==> config.mk <==
export PLATFORM = sky130hd
export DESIGN_NAME = mux_sel_arbiter
export DESIGN_NICKNAME = d
export VERILOG_FILES = /design/src/rtl/mux_sel_arbiter.sv
export SDC_FILE = /design/constraint.sdc
export NUM_CORES = 1
export LEC_CHECK = 0
export BUFFER_PORTS_ARGS = -buffer_cell sky130_fd_sc_hd__buf_4
export CAP_MARGIN = 20
export CORE_UTILIZATION = 53
export DETAILED_ROUTE_END_ITERATION = 8
export GPL_TIMING_DRIVEN = 0
export PLACE_DENSITY_LB_ADDON = 0.08
export SLEW_MARGIN = 20
export SYNTH_ARGS = -nofsm -noshare
export SYNTH_HDL_FRONTEND = slang
export SYNTH_SLANG_ARGS = --single-unit
==> constraint.sdc <==
create_clock -name clk -period 1.95 [get_ports clk]
set_input_delay 0.0975 -clock clk [delete_from_list [all_inputs] [get_ports clk]]
set_output_delay 0.0975 -clock clk [all_outputs]
set_load 0.02 [all_outputs]
==> src/rtl/mux_sel_arbiter.sv <==
// mux_sel_arbiter: round-robin arbiter for three requesters (a, b, c) sharing
// one mux path. Each tenure is bounded to MAX_HOLD cycles while others wait.
// gnt, owner and the mux selects are all registered, so the path only
// switches on a clock edge.
module mux_sel_arbiter #(
    parameter int unsigned MAX_HOLD = 4
) (
    input  logic       clk,
    input  logic       rst,
    input  logic [2:0] req,
    output logic [2:0] gnt,
    output logic [1:0] owner,
    output logic       busy,
    output logic       sel_1,
    output logic       sel_2
);

    typedef enum logic {
        IDLE,
        GRANT
    } state_t;

    localparam logic [3:0] HOLD_LIMIT = 4'(MAX_HOLD);

    state_t     state;
    state_t     next_state;
    logic [1:0] last;
    logic [1:0] next_last;
    logic [3:0] hold_cnt;
    logic [3:0] next_hold;
    logic [1:0] next_owner;
    logic [2:0] others;
    logic [2:0] pick_res;

    // Returns the request bit for a requester index.
    // Index 3 never occurs; it aliases to c.
    function automatic logic req_bit(input logic [2:0] mask, input logic [1:0] idx);
        case (idx)
            2'd0:    req_bit = mask[0];
            2'd1:    req_bit = mask[1];
            default: req_bit = mask[2];
        endcase
    endfunction

    // Steps the round-robin pointer to the next requester index (mod 3).
    function automatic logic [1:0] rr_next(input logic [1:0] p);
        rr_next = (p >= 2'd2) ? 2'd0 : p + 2'd1;
    endfunction

    // Round-robin pick: finds the first set bit scanning p+1, p+2, then p.
    // The result is {found, index}.
    function automatic logic [2:0] rr_pick(input logic [2:0] mask, input logic [1:0] p);
        logic [1:0] c0;
        logic [1:0] c1;
        c0 = rr_next(p);
        c1 = rr_next(c0);
        if (req_bit(mask, c0))
            rr_pick = {1'b1, c0};
        else if (req_bit(mask, c1))
            rr_pick = {1'b1, c1};
        else if (req_bit(mask, p))
            rr_pick = {1'b1, p};
        else
            rr_pick = 3'b000;
    endfunction

    // Converts a requester index to its one-hot grant pattern.
    function automatic logic [2:0] one_hot(input logic [1:0] idx);
        case (idx)
            2'd0:    one_hot = 3'b001;
            2'd1:    one_hot = 3'b010;
            default: one_hot = 3'b100;
        endcase
    endfunction

    // Decides the next state: release handoff takes priority over preemption,
    // and preemption over extending the tenure.
    always_comb begin
        next_state = state;
        next_last  = last;
        next_hold  = hold_cnt;
        next_owner = owner;
        others     = req & ~one_hot(owner);
        pick_res   = 3'b000;
        case (state)
            IDLE: begin
                if (req != 3'b000) begin
                    pick_res   = rr_pick(req, last);
                    next_state = GRANT;
                    next_owner = pick_res[1:0];
                    next_hold  = 4'd1;
                end
            end
            GRANT: begin
                if (!req_bit(req, owner)) begin
                    pick_res  = rr_pick(others, owner);
                    next_last = owner;
                    if (pick_res[2]) begin
                        next_owner = pick_res[1:0];
                        next_hold  = 4'd1;
                    end else begin
                        next_state = IDLE;
                        next_hold  = 4'd0;
                    end
                end else if (hold_cnt == HOLD_LIMIT && others != 3'b000) begin
                    pick_res   = rr_pick(others, owner);
                    next_last  = owner;
                    next_owner = pick_res[1:0];
                    next_hold  = 4'd1;
                end else if (hold_cnt == HOLD_LIMIT) begin
                    next_hold = 4'd1;
                end else begin
                    next_hold = hold_cnt + 4'd1;
                end
            end
            default: begin
                next_state = IDLE;
                next_hold  = 4'd0;
            end
        endcase
    end

    // Registers the arbitration state together with the grant and the mux
    // selects. The selects keep the last owner while idle, so the mux never
    // floats.
    always_ff @(posedge clk) begin
        if (rst) begin
            state    <= IDLE;
            last     <= 2'd2;
            hold_cnt <= 4'd0;
            gnt      <= 3'b000;
            owner    <= 2'd0;
            sel_1    <= 1'b0;
            sel_2    <= 1'b0;
        end else begin
            state    <= next_state;
            last     <= next_last;
            hold_cnt <= next_hold;
            owner    <= next_owner;
            gnt      <= (next_state == GRANT) ? one_hot(next_owner) : 3'b000;
            sel_1    <= (next_owner == 2'd1);
            sel_2    <= (next_owner == 2'd2);
        end
    end

    assign busy = |gnt;

endmodule

==> impl_metrics.toml <==
[cts]
cts_tree = "built"
clk_latency_ns = 0.28
cts.repair.resized = 1
htreeDepth = 1
cts_root_buf = "clkbuf_4"
cts_sinks = 14
path_clk_slew_ns = 0.08
cts-buffers-inserted = 3
cts_buffer_depth = 2
post_cts_buffers = 0
ctsHoldBuffers = 0

[drt]
wl_mm = 1.51
drc = 0
vias_per_cell = 6.11
wl_per_cell_um = 13.9
via_count = 666
ant_nets = 0
dr.pass1.iters = 4
drt_iter0_drc = 5

[place]
io_buffers = 9
hpwlAfterDp_mm = 1.06
post-place-ws_ns = 0.0354
gp_congestion = 0.883

[worst_setup_path]
crit_required_ns = 2.13
crit_type = "reg -> reg"
endpoint = "gnt[0]"
crit_fanout = 8
worst_setup_path_end_kind = "flip-flop"
critical_path.startpoint = "owner[0]"
regToRegEndpoint = "gnt[0]"
rr_worst_depth = 5
r2r_setup_slack_ns = 0.06
crit_path_start_kind = "flip-flop"
r2r_start = "owner[0]"
arrival_ns = 2.07

[min_path]
hold_start = "rst"
min_path_type = "in -> reg"

[synthesis]
ys.flop_type = "dfxtp_1"
synth_edf_count = 0
yosys_warnings = 0
syn_inst = 81
synthDistinctLibCells = 38
yosys.area.top_type = "dfxtp_1"
synthesis.nets = 88
syn_area_um2 = 768
synthArstFlopShare_pct = 0
synth_area_leaders = "dfxtp_1 (36%), mux2_4 (3.9%), nor2_1 (3.9%)"
synth_top_area_share_pct = 36.5
ys_seq_area_share_pct = 36.5
ys_seq_elements = 14
syn_avg_cell_area_um2 = 9.48

[grt]
antenna_found_initial = 0
use_met3_pct = 2.22
grt_pass1_vias = 560
met1_usage_pct = 26.5
grtUsageTotal_pct = 21.3
overflow = 0
grt_pass1_wl_mm = 2.26
grt_max_degree = 11
top_usage_layer = "met2"
grt.met2_usage_pct = 34.7

[pwr]
p_leak_nw = 0.361
ir_worst_vdd_mv = 0.526
power.density_nw_per_um2 = 763

[sta]
final_max_slew_viol_count = 0
finalSetupViolCount = 0
finalSetupTns_ns = 0
period_share_pct = 97.0
grt_setup_unrepaired = "false"
fin_skew_ns = 0.00101
max_slew_margin_pct = 44.1
period_minus_slack_ns = 1.89
fin_ws_ns = 0.0589
hold_viol_final = 0
fmax_mhz = 529
worst_slew_pin_slew_ns = 0.831

[die]
design.core.area_um2 = 1320
num_rows = 13
initial_core_util_pct = 58.3
io_pins = 13
die-area_um2 = 1610
die_w_um = 40.1
die_h_um = 40.1

[final_layout]
antenna_cells = 0
area_growth_syn_to_layout_pct = 16.8
drive_above_1_share_pct = 29.8
final_common_cell = "dfxtp_1"
multi_input_area_um2 = 447
layout_common_cells = "dfxtp_1 (14), buf_4 (9), nor2_1 (8)"
fill_cells = 115
final_nets = 102
seq_area_um2 = 280

[status]
outcome = "finished clean"

[job]
maxCapViolations = 0
worst max-delay path, stage by stage, from the launching register on:
cell and delay [ns]:
dfxtp_1 0.49, mux2_4 0.34, mux2_4 0.29, o21a_4 0.14, o311a_4 0.38, and3_1 0.15
synth_stat cells, types with 2 or more instances:
cell type,number
inv_1,3
nand2_1,5
a21o_1,2
nor2b_1,2
and2_1,2
and3_1,2
dfxtp_1,14
ha_1,2
nor3_1,2
a311oi_1,3
mux2_4,2
a21oi_1,3
o21ai_0,3
buf_6,2
a31oi_1,3
nand3b_1,2
nor2_1,8
stage by stage:
step / cells / instance area (um^2) / hold slack (ns) / power, mW / utilization [%]
final: 109 / 897 / 0.00890 / 0.684 / 68.1
after global routing: 109 / 897 / 0.00918 / 0.713 / 68.1
after CTS: 109 / 897 / 0.00177 / 0.691 / 68.1
after detailed placement: 105 / 855 / 0.304 / 0.481 / 64.9
after global placement: 105 / 855 / 0.306 / 0.479 / 64.9
after floorplan: 81 / 768 / 0.189 / 0.437 / -
worst min path at each step:
stage | depth (start not counted) | to
2_1_floorplan | 1 | state
4_1_cts | 2 | state
3_3_place_gp | 2 | state
3_5_place_dp | 2 | state
5_1_grt | 2 | state
6_report | 2 | state
area by class of cell:
class	count	share of cell area (%)
flip-flops and latches	14	31.2
repair buffers	9	7.53
inverters	3	1.26
plain buffers	5	4.04
clock buffers	4	4.04
multi-input cells	59	49.8
well taps	15	2.09
sequential cells by signal, indices dropped and copies added, names as in the netlist:
signal,cells
sel_1,1
owner,2
hold_cnt,4
sel_2,1
last,2
state,1
gnt,3
power by group:
| part | internal [mW] | switching [mW] |
|---|---|---|
| logic | 0.0735 | 0.0815 |
| registers | 0.304 | 0.0180 |
| clock network | 0.114 | 0.0934 |
logic make-up after synthesis:
logic type	count (synthesis)	share of synthesized area, %
DFF	14	36.5
and+or+nand+nor	29	20.5
buffers and inverters	8	6.19
AOI/OAI and AO/OA	24	26.9
adders and majority gates	2	3.26
muxes	4	6.68
per-layer routing:
metal | up-vias | part of all wire [%]
met3 | 4 | 2.0
met4 | 0 | 1.7
met1 | 322 | 50
met5 | - | 0
met2 | 10 | 46
li1 | 330 | -
(Power assumes the default switching activity.)
